===== src/rtl/esp8266_frame_serializer.sv =====
// Streams a latched 256-bit sensor frame into spi_master as an ESP8266 SPI-slave write:
// command byte, address byte, FRAME_BYTES payload bytes (LSB byte first). Optional CRC-8 trailer: `CRC8_TRAILER_EN.
module esp8266_frame_serializer #(
  parameter logic [7:0] CMD_BYTE    = 8'h02,
  parameter logic [7:0] ADDR_BYTE   = 8'h00,
  parameter int         FRAME_BYTES = 32
) (
  input  logic         clock,
  input  logic         reset_n,
  input  logic [255:0] data,
  input  logic         dataReady,
  input  logic         di_req,
  input  logic         write_ack,
  output logic [7:0]   data_byte,
  output logic         wren,
  output logic         busy,
  output logic         frame_done,
  output logic         overrun
);

  typedef enum logic [2:0] {
    S_IDLE,
    S_WRITE,
    S_WAIT_ACK,
    S_WAIT_REQ,
    S_DONE
  } state_t;

  localparam logic [5:0] PAY_LAST = 6'(FRAME_BYTES + 1);
`ifdef CRC8_TRAILER_EN
  localparam logic [5:0] LAST_IDX = 6'(FRAME_BYTES + 2);
`else
  localparam logic [5:0] LAST_IDX = PAY_LAST;
`endif

  state_t         state_q, state_d;
  logic [5:0]     idx_q, idx_d;
  logic [255:0]   frame_q, frame_d;
  logic [7:0]     byte_q, byte_d;
  logic           wren_q, wren_d;
  logic           busy_q, busy_d;
  logic           done_q, done_d;
  logic           ovr_q, ovr_d;
  logic           req_q;
  logic [4:0]     pidx;
  logic [7:0]     cur_byte;

`ifdef CRC8_TRAILER_EN
  logic [7:0]     crc_q, crc_d;

  // CRC-8, poly 0x07, MSB-first, no reflection, no final XOR
  function automatic logic [7:0] crc8_step(input logic [7:0] crc, input logic [7:0] b);
    logic [7:0] c;
    c = crc ^ b;
    for (int i = 0; i < 8; i++) begin
      c = c[7] ? ((c << 1) ^ 8'h07) : (c << 1);
    end
    return c;
  endfunction
`endif

  always_ff @(posedge clock or negedge reset_n) begin
    if (!reset_n) begin
      state_q <= S_IDLE;
      idx_q   <= '0;
      frame_q <= '0;
      byte_q  <= '0;
      wren_q  <= 1'b0;
      busy_q  <= 1'b0;
      done_q  <= 1'b0;
      ovr_q   <= 1'b0;
      req_q   <= 1'b0;
`ifdef CRC8_TRAILER_EN
      crc_q   <= '0;
`endif
    end else begin
      state_q <= state_d;
      idx_q   <= idx_d;
      frame_q <= frame_d;
      byte_q  <= byte_d;
      wren_q  <= wren_d;
      busy_q  <= busy_d;
      done_q  <= done_d;
      ovr_q   <= ovr_d;
      req_q   <= di_req;
`ifdef CRC8_TRAILER_EN
      crc_q   <= crc_d;
`endif
    end
  end

  // Payload byte k sits at idx k+2; the 5-bit subtraction wraps correctly for idx 2..33
  always_comb begin
    pidx = idx_q[4:0] - 5'd2;
    if (idx_q == 6'd0) begin
      cur_byte = CMD_BYTE;
    end else if (idx_q == 6'd1) begin
      cur_byte = ADDR_BYTE;
`ifdef CRC8_TRAILER_EN
    end else if (idx_q == LAST_IDX) begin
      cur_byte = crc_q;
`endif
    end else begin
      cur_byte = frame_q[{pidx, 3'b000} +: 8];
    end
  end

  always_comb begin
    state_d = state_q;
    idx_d   = idx_q;
    frame_d = frame_q;
    byte_d  = byte_q;
    wren_d  = wren_q;
    busy_d  = busy_q;
    done_d  = 1'b0;
    ovr_d   = ovr_q | (dataReady && (state_q != S_IDLE));
`ifdef CRC8_TRAILER_EN
    crc_d   = crc_q;
`endif
    case (state_q)
      S_IDLE: begin
        if (dataReady) begin
          frame_d = data;
          busy_d  = 1'b1;
          idx_d   = '0;
`ifdef CRC8_TRAILER_EN
          crc_d   = '0;
`endif
          state_d = S_WRITE;
        end
      end
      S_WRITE: begin
        byte_d  = cur_byte;
        wren_d  = 1'b1;
        state_d = S_WAIT_ACK;
      end
      S_WAIT_ACK: begin
        if (write_ack) begin
          wren_d = 1'b0;
`ifdef CRC8_TRAILER_EN
          if (idx_q >= 6'd2 && idx_q <= PAY_LAST) begin
            crc_d = crc8_step(crc_q, byte_q);
          end
`endif
          // frame_done is raised on DONE entry so it appears one clock after the final ack
          if (idx_q == LAST_IDX) begin
            done_d  = 1'b1;
            state_d = S_DONE;
          end else begin
            idx_d   = idx_q + 6'd1;
            state_d = S_WAIT_REQ;
          end
        end
      end
      S_WAIT_REQ: begin
        if (di_req && !req_q) begin
          state_d = S_WRITE;
        end
      end
      S_DONE: begin
        busy_d  = 1'b0;
        state_d = S_IDLE;
      end
      default: state_d = S_IDLE;
    endcase
  end

  assign data_byte  = byte_q;
  assign wren       = wren_q;
  assign busy       = busy_q;
  assign frame_done = done_q;
  assign overrun    = ovr_q;

endmodule

===== config.mk =====
export PLATFORM = sky130hd
export DESIGN_NAME = esp8266_frame_serializer
export DESIGN_NICKNAME = d
export VERILOG_FILES = /design/src/rtl/esp8266_frame_serializer.sv
export SDC_FILE = /design/constraint.sdc
export NUM_CORES = 1
export LEC_CHECK = 0
export BUFFER_PORTS_ARGS = -buffer_cell sky130_fd_sc_hd__buf_2
export CAP_MARGIN = 15
export CELL_PAD_IN_SITES_DETAIL_PLACEMENT = 0
export CELL_PAD_IN_SITES_GLOBAL_PLACEMENT = 1
export CORE_UTILIZATION = 44
export CTS_BUF_LIST = sky130_fd_sc_hd__clkbuf_16
export DETAILED_ROUTE_END_ITERATION = 6
export PLACE_DENSITY_LB_ADDON = 0.1
export SYNTH_ARGS = -nofsm -noshare
export SYNTH_HDL_FRONTEND = slang
export SYNTH_SLANG_ARGS = --single-unit

===== constraint.sdc =====
create_clock -name clock -period 4.61 [get_ports clock]
set_input_delay 0.922 -clock clock [delete_from_list [all_inputs] [get_ports clock]]
set_output_delay 0.922 -clock clock [all_outputs]
set_load 0.005 [all_outputs]

Word level (Yosys, flattened, before mapping)

Index checks and enable logic that the tools add are counted.

Register bits: 278
Latch bits: 0
Bits in writable memories: 0
Bits in read-only memories: 0
Input port bits: 261
Output and inout bits: 12
Memories kept: 0

$add $sub $neg: 2
Multipliers: 0
Div/mod/pow operators: 0
$lt $le $gt $ge: 0
Eq/ne operators: 10
Shift-type cells: 1
Muxes and demuxes: 18
Bitwise gates (word level): 1
Reductions and logical operators: 14

Operators with widths:

| cell                                                                | count |
|---|---|
| 256-bit by 9-bit indexed part select with 8-bit output              | 1 |
| 6-bit two-way mux                                                   | 3 |
| 8-bit two-way mux                                                   | 2 |
| 3-bit two-way mux                                                   | 4 |
| 3-bit one-hot mux with 4 select lines                               | 1 |
| 6-bit one-hot mux with 2 select lines                               | 1 |
| 2-bit != test (second input constant)                               | 4 |
| 6-bit by 1-bit adder with 6-bit output (second input constant)      | 1 |
| 3-bit by 2-bit == test with 1-bit output (second input constant)    | 2 |
| 6-bit by 1-bit == test with 1-bit output (second input constant)    | 1 |
| 6-bit == test (second input constant)                               | 1 |
| 6-bit logical NOT                                                   | 1 |
| 2-bit AND reduction                                                 | 3 |
| 2-bit nonzero test                                                  | 3 |
| 1-bit two-way mux                                                   | 5 |
| 5-bit by 2-bit subtractor with 5-bit output (second input constant) | 1 |
| 1-bit one-hot mux with 2 select lines                               | 2 |
| 4-bit AND reduction                                                 | 1 |
| 3-bit by 1-bit == test with 1-bit output (second input constant)    | 1 |
| 3-bit == test (second input constant)                               | 1 |
| 3-bit logical NOT                                                   | 1 |
| 3-bit AND reduction                                                 | 1 |
| 3-bit nonzero test                                                  | 1 |
| 1-bit logical AND                                                   | 2 |
| other kinds (2)                                                     | 2 |

Longest topological paths before layout

Depth after elaboration: 4
Mapped depth: 12

Least setup slack after synthesis

Ideal clock, no wire load.

Kind: flip-flop to flip-flop
Start point: register idx_q[1]
End point: register byte_q[1], in the netlist data_byte[1]
Arrival time: 3.057 ns
Required time: 4.484 ns
Slack: 1.427 ns
Stages on the path, launching flop included: 11
Buffers on the path: 4
Clock period less this slack: 3.183 ns
Path through: dfrtp_1 buf_2 buf_2 buf_2 inv_1 ha_1 clkbuf_1 mux4_4 a2111oi_0 a2111oi_0 a221o_1

Longest elaborated chain between the ends: 4

Ends and longest elaborated chain:

| element                                                | RTL line | text |
|---|---|---|
| start, declared                                        | 37       | `logic [5:0] idx_q, idx_d;` |
| start signal, assigned                                 | 78       | `idx_q <= idx_d;` |
| 5-bit by 2-bit subtractor with 5-bit output            | 94       | `pidx = idx_q[4:0] - 5'd2;` |
| 256-bit by 9-bit indexed part select with 8-bit output | 104      | `cur_byte = frame_q[{pidx, 3'b000} +: 8];` |
| 8-bit two-way mux                                      | 97       | `end else if (idx_q == 6'd1) begin` |
| 8-bit two-way mux *                                    | 95       | `if (idx_q == 6'd0) begin` |
| end signal, assigned                                   | 80       | `byte_q <= byte_d;` |
| end, declared                                          | 39       | `logic [7:0] byte_q, byte_d;` |

Mark *: on every way between the ends. The rest lies on a longest branch, timed or not.
A chain may end at the register's enable or synchronous reset.

Worst setup path after layout

Same ends and word-level chain as after synthesis.

==> impl_metrics.csv <==
group,metric,value,unit
power,p_leak,6.80,nW
clock_tree,cts_resized,0,
finish,drive_above_1_share,61.6,%
placed_design,place_congestion,0.785,
placed_design,pre_cts_ws,1.23,ns
global_routing,grt-ovfl-total,0,
clock_tree,clockRootBuffer,"clkbuf_16",
critical_path,crit_type,"flop to flop",
clock_tree,cts_tree,"yes",
sta,worstMarginPinSlew,0.893,ns
sta,fin_crit,3.34,ns
critical_path,cp-start-kind,"flop",
floorplan,die_w,171,um
sta,finalHoldViolCount,0,
critical_path,path_common_cell,"a2111oi_0",
finish,final_util,54.6,%
synth,syn_inst,783,
global_routing,grt_antenna_before_repair,2,
global_routing,grt_pass1_vias,7962,
synth,async_flop_share,100,%
finish,nFillCells,2383,
synth,avgSynthCellArea,16.1,sq um
synth,ys_warn_count,0,
drt,routedWlPerCell,20.8,um
sta,slew_viol_final,0,
synth,yosysTopAreaCell,"dfrtp_1",
clock_tree,ctsHoldBuffers,0,
drt,drc,0,
clock_tree,cts_buffers,31,
clock_tree,clockBufferDepth,3,
finish,area_delta_synth_final,21.1,%
critical_path,critPathSlowestCell,"ha_1",
placed_design,portBuffers,272,
sta,fmax,299,MHz
power,power_switching,0.00307,W
sta,fin_crit_sh,72.5,%
drt,vias,7723,
global_routing,grt_first_pass_wirelength,46.5,mm
critical_path,r2r_cells,6,
critical_path,worst-path-max-fanout,31,
synth,synthFlopType,"dfrtp_1",
clock_tree,h-tree-depth,1,
sta,fin_skew,0.0139,ns
global_routing,grt_usage,21.2,%
drt,ant_nets,0,
power,ir_worst_vdd,0.354,mV
power,p_sw_share,30.0,%
clock_tree,clk_latency,0.55,ns
floorplan,pin_count,273,
synth,syn_nets,1049,
clock_tree,cts.clk_slew.worst_paths,0.06,ns
sta,max_slew_margin,40.1,%
drt,viasPerCell,5.35,
sta,whs,0.404,ns
finish,nets,1309,
synth,synth_seq_cells,278,
power,power_frac_seq,42.8,%
synth,syn_area,0.0126,sq mm
drt,dr.pass1.iters,4,
floorplan,core,0.0279,sq mm
critical_path,cp-end-kind,"flop",
sta,setup_viol,0,
synth,ys_types,42,
power,finalPower,0.0102,W
critical_path,worstPathArrival,3.78,ns
floorplan,fp.dieArea,0.0293,sq mm
sta,tns,0,ns
drt,wl,30.1,mm
power,power_frac_comb,35.1,%
run,max-cap-violations,0,
synth,yosysTopAreaCellShare,55.3,%
floorplan,rows,61,
worst_hold_path,min_path_type,"primary input to asynchronous set/reset pin",
drt,drt_iter0_markers,472,
power,p_int,0.00715,W
sta,grt_setup_unrepaired,"false",
power,power_density,671,mW/mm^2
critical_path,crit_chain,"inv_1 -> ha_1 -> mux4_4 -> a2111oi_0 -> a2111oi_0 -> a221o_1",
sta,worst_slack,1.27,ns
clock_tree,cts_setup_buffers,0,
synth,synth_seq_area_share,55.3,%
synth,synth.area.top_cells,"dfrtp_1 (55%), mux2_2 (23%), mux4_2 (12%)",
floorplan,die_y,171,um
placed_design,dp_hpwl,21.4,mm
floorplan,initial_core_util,45.1,%
synth,synth_edf_count,0,
power,power_frac_clock,22.1,%
critical_path,worstPathRequired,5.05,ns
clock_tree,cts.sinks,278,
critical_path,critPathMaxStageDelay,0.82,ns
global_routing,grt_max_degree,116,
run_status,status,"finished, final reports clean",
[flip-flops by register name, indices dropped and copies added (netlist names)]
name	cells
frame_q	256
data_byte	8
idx_q	6
state_q	3
busy	1
frame_done	1
overrun	1
req_q	1
wren	1
[routing by layer]
metal  GRT usage (%)  vias to the layer above  wire (um)
li1                -                     3484          -
met1            29.9                     3959      13200
met2            33.8                      238      14300
met3            4.09                       42       1900
met4            5.09                        0        726
met5               0                        -          0
[cells by family (layout without fill, tap and decap cells)]
group / count (synthesis) / after routing / share of synthesized area, %
AO/OA/AOI/OAI: 40 / 40 / 2.39
XOR/XNOR: 5 / 5 / 0.348
adder cells (fa/ha/maj): 5 / 5 / 0.497
buffers and inverters: 61 / 342 / 2.51
flip-flops: 278 / 278 / 55.3
multiplexers: 342 / 342 / 36.8
other: 0 / 2 / 0
AND/OR/NAND/NOR: 52 / 52 / 2.18
[through the flow]
stage / area (sq um) / cells
6_report: 15200 / 1444
2_1_floorplan: 12600 / 783
3_3_place_gp: 14300 / 1388
3_5_place_dp: 14300 / 1388
4_1_cts: 15200 / 1442
5_1_grt: 15200 / 1442
[power by group through the flow]
stage                     combinational, W  sequential, W  clock [W]
after detailed placement           0.00364        0.00444          0
final                              0.00359        0.00437    0.00226
after global routing               0.00387        0.00456    0.00242
after CTS                          0.00365        0.00440    0.00233
after global placement             0.00357        0.00442          0
after floorplan                    0.00292        0.00403          0
[worst max-delay path: cells and delay by family (launching register included)]
| kind | cells | cell delay (ns) |
|---|---|---|
| mux | 1 | 0.56 |
| buf+inv | 1 | 0.23 |
| flops | 1 | 0.72 |
| compound gates | 3 | 0.90 |
| fa+ha+maj | 1 | 0.82 |
[placed cells by master (no fill, tap or decap), types with 2 or more instances in the layout]
| cell | synthesis | routed |
|---|---|---|
| and3_1 | 2 | 2 |
| inv_1 | 6 | 13 |
| a221oi_1 | 7 | 7 |
| mux2_2 | 258 | 258 |
| nor3_1 | 4 | 4 |
| o31ai_1 | 7 | 7 |
| nor3b_1 | 7 | 7 |
| a2111oi_0 | 5 | 5 |
| a21oi_1 | 6 | 6 |
| ha_1 | 5 | 5 |
| a221o_1 | 2 | 2 |
| a211oi_1 | 5 | 5 |
| diode_2 | 0 | 2 |
| nand3_1 | 2 | 2 |
| dfrtp_4 | 0 | 2 |
| bufinv_16 | 0 | 2 |
| buf_12 | 0 | 5 |
| buf_2 | 34 | 271 |
| o21ai_0 | 4 | 4 |
| clkinv_2 | 0 | 5 |
| clkbuf_16 | 0 | 31 |
| clkinv_1 | 0 | 8 |
| nor2_1 | 16 | 15 |
| mux4_2 | 66 | 66 |
| nand2_1 | 10 | 10 |
| mux4_1 | 3 | 3 |
| xnor2_1 | 4 | 4 |
| dfrtp_1 | 278 | 276 |
| buf_4 | 4 | 5 |
| or2_2 | 2 | 2 |
| mux2i_1 | 14 | 14 |
[worst paths after layout]
| check | from | endpoint | slack (ns) |
|---|---|---|---|
| setup / recovery | idx_q[1] | data_byte[1] | 1.27 |
| hold / removal | reset_n | frame_q[142] | 0.40 |
| setup reg to reg | idx_q[1] | data_byte[1] | 1.27 |
| hold reg to reg | overrun | overrun | 0.46 |
| max in group asynchronous | reset_n | frame_q[237] | 3.17 |
| min in group clock | overrun | overrun | 0.46 |
[cell usage after synthesis (6+ instances only)]
master	count
buf_2	34
clkbuf_1	12
a21oi_1	6
mux2_2	258
dfrtp_1	278
o31ai_1	7
inv_1	6
nand2_1	10
a221oi_1	7
mux2i_1	14
nor2_1	16
mux4_2	66
nor3b_1	7
[final cells by class]
type                    instances  area [sq um]  share of cell area (%)
inverters                       6          22.5                   0.148
repair buffers                282          1510                    9.90
clock buffers                  31           776                    5.09
diodes                          2          5.00                  0.0328
flip-flops and latches        278          6960                    45.7
multi-input cells             444          5340                    35.1
clock inverters                23           150                   0.985
well taps                     378           473                    3.10
No activity file was read; power rests on OpenSTA's default activity.
